**config.mk**
```make
export PLATFORM = sky130hd
export DESIGN_NAME = alu_op_scheduler
export DESIGN_NICKNAME = d
export VERILOG_FILES = /design/src/rtl/alu_op_scheduler.sv
export SDC_FILE = /design/constraint.sdc
export NUM_CORES = 1
export LEC_CHECK = 0
export CAP_MARGIN = 15
export CORE_UTILIZATION = 30
export CTS_BUF_LIST = sky130_fd_sc_hd__clkbuf_16
export DETAILED_ROUTE_END_ITERATION = 10
export MAX_ROUTING_LAYER = met4
export PLACE_DENSITY = 0.7
export RECOVER_POWER = 100
export SKIP_LAST_GASP = 1
export SLEW_MARGIN = 20
export SYNTH_ARGS = -nofsm -noshare
export SYNTH_HDL_FRONTEND = slang
export SYNTH_SLANG_ARGS = --single-unit
```
**constraint.sdc**
```tcl
create_clock -name clk -period 1.4 [get_ports clk]
set_clock_uncertainty 0.2 [all_clocks]
set_input_delay 0.14 -clock clk [delete_from_list [all_inputs] [get_ports clk]]
set_output_delay 0.14 -clock clk [all_outputs]
set_load 0.01 [all_outputs]
```
**src/rtl/alu_op_scheduler.sv**
```systemverilog
// alu_op_scheduler: round-robin two-requester scheduler for a shared ALU and result FIFO (optional ALU_SCHED_STATS_EN adds done0_cnt/done1_cnt)
module alu_op_scheduler #(
  parameter int WIDTH = 8,
  parameter int OPW = 3
) (
  input  logic             clk,
  input  logic             reset,
  input  logic             req0_valid,
  input  logic [WIDTH-1:0] req0_a,
  input  logic [WIDTH-1:0] req0_b,
  input  logic [OPW-1:0]   req0_op,
  output logic             req0_ready,
  input  logic             req1_valid,
  input  logic [WIDTH-1:0] req1_a,
  input  logic [WIDTH-1:0] req1_b,
  input  logic [OPW-1:0]   req1_op,
  output logic             req1_ready,
  output logic [WIDTH-1:0] alu_a,
  output logic [WIDTH-1:0] alu_b,
  output logic [OPW-1:0]   alu_op,
  input  logic [WIDTH-1:0] alu_result,
  output logic             fifo_wr_en,
  output logic [WIDTH-1:0] fifo_wdata,
  output logic             fifo_wtag,
  input  logic             fifo_full,
  output logic             busy
`ifdef ALU_SCHED_STATS_EN
  ,
  output logic [15:0]      done0_cnt,
  output logic [15:0]      done1_cnt
`endif
);
  typedef enum logic [1:0] {IDLE, ISSUE, WRITE} state_t;
  state_t state_q, state_d;
  logic ptr_q, ptr_d, tag_q, tag_d, grant1, accept;
  logic [WIDTH-1:0] a_q, a_d, b_q, b_d, res_q, res_d;
  logic [OPW-1:0] op_q, op_d;
  always_comb begin
    grant1 = req1_valid && (!req0_valid || ptr_q);
    req0_ready = state_q == IDLE && req0_valid && !grant1;
    req1_ready = state_q == IDLE && grant1;
    accept = req0_ready || req1_ready;
    fifo_wr_en = state_q == WRITE && !fifo_full;
    state_d = accept ? ISSUE : state_q == ISSUE ? WRITE : fifo_wr_en ? IDLE : state_q;
    ptr_d = accept ? !grant1 : ptr_q;
    tag_d = accept ? grant1 : tag_q;
    a_d = accept ? (grant1 ? req1_a : req0_a) : a_q;
    b_d = accept ? (grant1 ? req1_b : req0_b) : b_q;
    op_d = accept ? (grant1 ? req1_op : req0_op) : op_q;
    res_d = state_q == ISSUE ? alu_result : res_q;
  end
  always_ff @(posedge clk) begin
    if (reset) begin
      state_q <= IDLE;
      ptr_q <= 1'b0;
      tag_q <= 1'b0;
      a_q <= '0;
      b_q <= '0;
      op_q <= '0;
      res_q <= '0;
    end else begin
      state_q <= state_d;
      ptr_q <= ptr_d;
      tag_q <= tag_d;
      a_q <= a_d;
      b_q <= b_d;
      op_q <= op_d;
      res_q <= res_d;
    end
  end
  assign alu_a = a_q;
  assign alu_b = b_q;
  assign alu_op = op_q;
  assign fifo_wdata = res_q;
  assign fifo_wtag = tag_q;
  assign busy = state_q != IDLE;
`ifdef ALU_SCHED_STATS_EN
  logic [15:0] cnt0_q, cnt0_d, cnt1_q, cnt1_d;
  always_comb begin
    cnt0_d = fifo_wr_en && !tag_q ? cnt0_q + 16'd1 : cnt0_q;
    cnt1_d = fifo_wr_en && tag_q ? cnt1_q + 16'd1 : cnt1_q;
  end
  always_ff @(posedge clk) begin
    if (reset) begin
      cnt0_q <= '0;
      cnt1_q <= '0;
    end else begin
      cnt0_q <= cnt0_d;
      cnt1_q <= cnt1_d;
    end
  end
  assign done0_cnt = cnt0_q;
  assign done1_cnt = cnt1_q;
`endif
endmodule

```
==> qor.txt, run 1 <==
Status: finished with violations
Failing checks: setup timing
Max FO, Critical Path: 5
RSZ-0062 raised after global routing: true
FF+latch count, synth: 31
Buf/Inv on CP: 2
Min Tclk post-route: 1.45 ns
CTS tree: yes
Max incr delay on CP: 0.37 ns
Worst EP required: 1.06 ns
Layout area overhead: 88.8%
H-tree depth: 2
Total track usage: 21.1%
Layout Utilization: 59.1%
Synth Area per Inst: 8.41 sq um
Die area: 4820 sq um
Clock slew seen by the registers of the worst setup and hold paths: 0.05 ns
Final net count: 312
Area post-placement: 2320 sq um
WL/cell: 15.1 um
Site row count: 24
Layout cells sized above 1: 20.3%
Worst Setup SP: state_q[1]$_SDFFE_PP0P_
CP startpoint kind: register
Syn Inst Count: 162
Crit path max-delay family: flip-flops
Max-cap viol count: 0
Total CTS buffers: 5
Commonest non-fill, non-tap cell in the layout: clkdlybuf4s50_1
Final worst slack: -0.0488 ns
Synthesis Warnings: 0
WS Path Type: register to output pin
WHS: 0.0906 ns
CP max stage cell: dfxtp_4
# setup viols final: 5
Hold path startpoint: req1_valid
Vias in the first global route: 1,637
Initial antenna violation count: 0
CP Cell Sequence: nor2_4, nand3_2, inv_2, buf_6
Overall die width: 69.4 um
Cell area after synthesis: 1360 sq um
DRC: 0
Routability cong.: 0.748
Slew margin rel.: 85.1%
IO Port Bufs: 82
Most frequent cells in the layout: 48 x clkdlybuf4s50_1, 29 x dfxtp_1, 29 x dlygate4sd2_1, 19 x nand3_1, 17 x buf_4
Starting Density: 31.3%
Crit end category: output pin
Core Region: 4350 sq um
Post-synthesis sequential area ratio: 45.5%
Slew Viols, Final: 0
Inserted Diodes: 0
Finished Cell Area: 2570 sq um
Highest Clock Rate: 0.690 GHz
CTS Buffer Depth: 2
Worst-margin pin slew: 0.221 ns
Maximum vdd ir drop: 0.000532 V
Place WS: -0.487 ns
HP Class: primary input to register
Final Cycle Share: 103%
R2R Path Start: state_q[1]$_SDFFE_PP0P_
Leak pwr: 1.09 nW
Final Hold Viols: 0
Root buf cell: clkbuf_16
Final wirelength: 4.73 mm
Initial DRC count: 75
Worst path arrival time: 1.11 ns
Post-DP HPWL: 3.09 mm
Largest net degree at the start of global routing: 32
P per Cell Area: 1080 nW/um^2
R2R setup slack: -0.03 ns
DR pass1 iterations: 4
Clk sink count: 31
Ports: 83
Total grt overflow: 0
Clock Latency Late Sink: 0.28 ns
Syn Nets: 213
Final ANT Viol Nets: 0
Avg Vias per Cell: 5.27
Total Power: 2.79 mW
Die H: 69.4 um
Yosys cell types: 23
Via Count: 1,651
First-pass GRT wire length: 7.67 mm
-- layout make-up --
| class | instances | area [sq um] |
|---|---|---|
| Fill cell | 383 | 1780 |
| Timing Repair Buffer | 107 | 1010 |
| Multi-Input combinational cell | 113 | 727 |
| Sequential cell | 31 | 628 |
| Clock buffer | 5 | 125 |
| Tap cell | 52 | 65.1 |
| Inverter | 3 | 11.3 |
| Clock inverter | 2 | 8.76 |
-- layer usage --
metal	share of wire, %	global-route usage (%)
met1	41	24.3
met2	48	34.2
met3	8.4	5.38
met4	1.7	9.75
met5	0	-
-- path summary, 6_finish.rpt --
path                           endpoint  depth (start not counted)
min reg2reg  fifo_wdata[3]$_SDFFE_PP0P_                          2
min                  ptr_q$_SDFFE_PP0P_                          4
max reg2reg      fifo_wtag$_SDFFE_PP0P_                          6
max                          req1_ready                          4
-- flip-flops by register name, indices dropped and copies added, names as in the netlist --
signal      cells
state_q         2
alu_b           8
fifo_wtag       1
fifo_wdata      8
alu_a           8
ptr_q           1
alu_op          3
-- metrics by stage --
step                      instances  TNS (ns)
after floorplan                 162         0
after global placement          298     -7.36
after detailed placement        298     -7.70
after CTS                       311    -0.129
after global routing            313    -0.984
final                           313    -0.161
-- report_power, final --
group | leakage (nW) | switching [mW] | internal, mW | total (mW)
clock network | 0.0671 | 0.367 | 0.636 | 1.00
registers | 0.256 | 0.0516 | 0.969 | 1.02
logic | 0.765 | 0.349 | 0.418 | 0.767
-- worst min-delay path, stage by stage --
cell and delay [ns]:
dlymetal6s2s_1 0.16, nand3_2 0.11, inv_2 0.07, nor3_1 0.04
-- what timing repair did --
item                                   CTS  global route
resized for setup                       64            29
cloned                                   1             0
pin swaps                                4             3
setup buffers                            6             2
hold buffers                             0             0
setup endpoints to repair               59            30
endpoints found under the hold margin    0             0
-- synth_stat cells --
cell type / count / share of area [%]
clkbuf_2: 1 / 0.37
nor3_1: 1 / 0.37
nand2_1: 3 / 0.83
nand3_1: 20 / 7.3
a31oi_1: 16 / 7.3
nor3b_1: 1 / 0.55
mux2i_1: 8 / 5.9
and2_1: 1 / 0.46
clkbuf_1: 8 / 2.2
nand4_1: 16 / 7.3
or2_2: 1 / 0.46
nand2b_1: 2 / 0.92
nor2b_1: 2 / 0.92
inv_1: 3 / 0.83
dfxtp_1: 31 / 46
a21oi_1: 6 / 2.2
a311oi_1: 3 / 1.9
buf_4: 1 / 0.55
nor3b_4: 1 / 1.4
buf_2: 5 / 1.8
nor2_2: 1 / 0.46
nor2_1: 12 / 3.3
o21ai_0: 19 / 7.0
-- cells by family (layout without fill, tap and decap cells) --
| group | count (synthesis) | after routing | share of synthesized area, % |
|---|---|---|---|
| DFF | 31 | 31 | 45.5 |
| buffers and inverters | 18 | 117 | 5.78 |
| and+or+nand+nor | 61 | 61 | 24.3 |
| AOI/OAI and AO/OA | 44 | 44 | 18.5 |
| muxes | 8 | 8 | 5.88 |
(Power assumes the default switching activity.)
==> run 2, diff against run 1 <==
Settings changed: CTS_CLUSTER_DIAMETER set to 120, TNS_END_PERCENT set to 10.
==> qor.txt, run 2 (synthesis results as in run 1) <==
Status: finished with violations
Failing checks: setup timing
Core Region: 4350 sq um
DR pass1 iterations: 4
Clk sink count: 31
Leak pwr: 0.985 nW
Stages on worst setup path: 1
Sw frac: 26.5%
Place WS: -0.487 ns
Layout area overhead: 90.6%
CP Cell Sequence: clkdlybuf4s50_1
Layout cells sized above 1: 18.8%
Max-cap viol count: 0
Most frequent cells in the layout: 74 x clkdlybuf4s50_1, 29 x dfxtp_1, 19 x nand3_1, 18 x buf_4, 17 x o21ai_0
Total Power: 2.82 mW
Vias in the first global route: 1,597
Final worst slack: -0.116 ns
Die area: 4820 sq um
Largest net degree at the start of global routing: 32
Part of the power in registers: 36.2%
Max FO, Critical Path: 2
CP startpoint kind: register
Worst R2R End: alu_b[5]$_SDFFE_PP0P_
Sequential cell area: 628 sq um
Worst-margin pin slew: 0.229 ns
Final net count: 312
First-pass GRT wire length: 7.57 mm
Total CTS buffers: 5
Ports: 83
CP max stage cell: clkdlybuf4s50_1
Clock slew seen by the registers of the worst setup and hold paths: 0.05 ns
Root buf cell: clkbuf_16
Crit path max-delay family: buffers and inverters
Inserted Diodes: 0
Multi-input combinational cell area: 706 sq um
Final std cells w/o fill: 313
WL/cell: 14.7 um
Post-DP HPWL: 3.09 mm
# setup viols final: 34
Final Cycle Share: 108%
P per Cell Area: 1090 nW/um^2
Starting Density: 31.3%
Slew margin rel.: 84.6%
Total track usage: 20.8%
Buf/Inv on CP: 1
Highest Clock Rate: 0.660 GHz
Die H: 69.4 um
Site row count: 24
R2R setup slack: -0.02 ns
Clock Latency Late Sink: 0.28 ns
Final wirelength: 4.59 mm
Commonest non-fill, non-tap cell in the layout: clkdlybuf4s50_1
Placed Cells: 298
RSZ-0062 raised after global routing: true
Worst Setup SP: alu_op[1]$_SDFFE_PP0P_
CTS tree: yes
Initial DRC count: 82
DRC: 0
Final ANT Viol Nets: 0
Slew Viols, Final: 0
Avg Vias per Cell: 5.20
Layout Utilization: 59.7%
Min Tclk post-route: 1.52 ns
Worst path arrival time: 1.18 ns
Area post-placement: 2320 sq um
Cells on worst reg2reg path: 4
Overall die width: 69.4 um
Crit end category: output pin
Max incr delay on CP: 0.55 ns
Worst EP required: 1.06 ns
Fillers: 375
Final Hold Viols: 0
R2R Path Start: state_q[0]$_SDFFE_PP0P_
Total grt overflow: 0
IO Port Bufs: 82
Finished Cell Area: 2600 sq um
Power share of the clock group: 35.3%
CP Capture Point: alu_op[1]
Initial antenna violation count: 0
H-tree depth: 2
Maximum vdd ir drop: 0.000589 V
NetSw: 0.748 mW
WS Path Type: register to output pin
Via Count: 1,629
CTS Buffer Depth: 2
Logic pwr share: 28.5%
P_int: 2.07 mW
Routability cong.: 0.748
HP Class: primary input to register
[run 2: changes by cell type in the layout (fill, tap and decap cells not counted), sizes merged]
cell,delta
dlygate4sd2,-27
clkdlybuf4s25,+1
clkdlybuf4s50,+26
clkbuf,+1
buf,-1
[run 2: what timing repair did]
action | 4_1_cts | 5_1_grt
hold buffers | 0 | 0
setup buffers | 3 | 6
pin swaps | 4 | 5
endpoints found under the setup margin | 59 | 57
resized for setup | 29 | 18
[run 2: cell type report]
type	instances	share of cell area, %
Multi-Input combinational cell	113	27.2
Tap cell	52	2.50
Clock inverter	2	0.337
Clock buffer	5	4.82
Timing Repair Buffer	107	40.6
Inverter	3	0.434
Sequential cell	31	24.2
[run 2: worst min-delay path by stage]
stage	start	to	slack, ns	cells past startpoint
after global placement	fifo_wtag$_SDFFE_PP0P_	fifo_wtag$_SDFFE_PP0P_	0.26	2
after floorplan	reset	alu_op[2]$_SDFFE_PP0P_	0.01	1
final	req1_valid	ptr_q$_SDFFE_PP0P_	0.11	4
after global routing	req1_valid	ptr_q$_SDFFE_PP0P_	0.12	4
after CTS	req0_b[0]	alu_b[0]$_SDFFE_PP0P_	0.23	3
after detailed placement	fifo_wdata[1]$_SDFFE_PP0P_	fifo_wdata[1]$_SDFFE_PP0P_	0.28	2
[run 2: worst register-to-register path: stages, from the launching register on]
cell	delay, ns
dfxtp_4	0.36
nor3b_4	0.20
clkbuf_4	0.30
nand3_1	0.11
a31oi_1	0.17
[run 2: power by group through the flow]
stage          Combinational (mW)  Sequential, mW  Clock, mW
6_report                    0.804            1.02      0.994
5_1_grt                     0.866            1.03       1.07
4_1_cts                     0.753            1.02       1.02
3_5_place_dp                0.732            1.03          0
3_3_place_gp                0.727            1.03          0
2_1_floorplan               0.270            1.07          0
[run 2: stage by stage]
step	TNS, ns	hold slack [ns]
after floorplan	0	0.0121
after global placement	-7.36	0.264
after detailed placement	-7.70	0.278
after CTS	-2.99	0.230
after global routing	-5.05	0.117
final	-2.21	0.106
[run 2: metal layers]
layer / global-route usage [%] / wire length (um) / vias to the layer above
met5: - / 0 / -
met4: 9.52 / 55 / 0
met3: 5.23 / 312 / 5
met2: 33.0 / 2230 / 70
met1: 24.7 / 1990 / 754
li1: - / - / 800
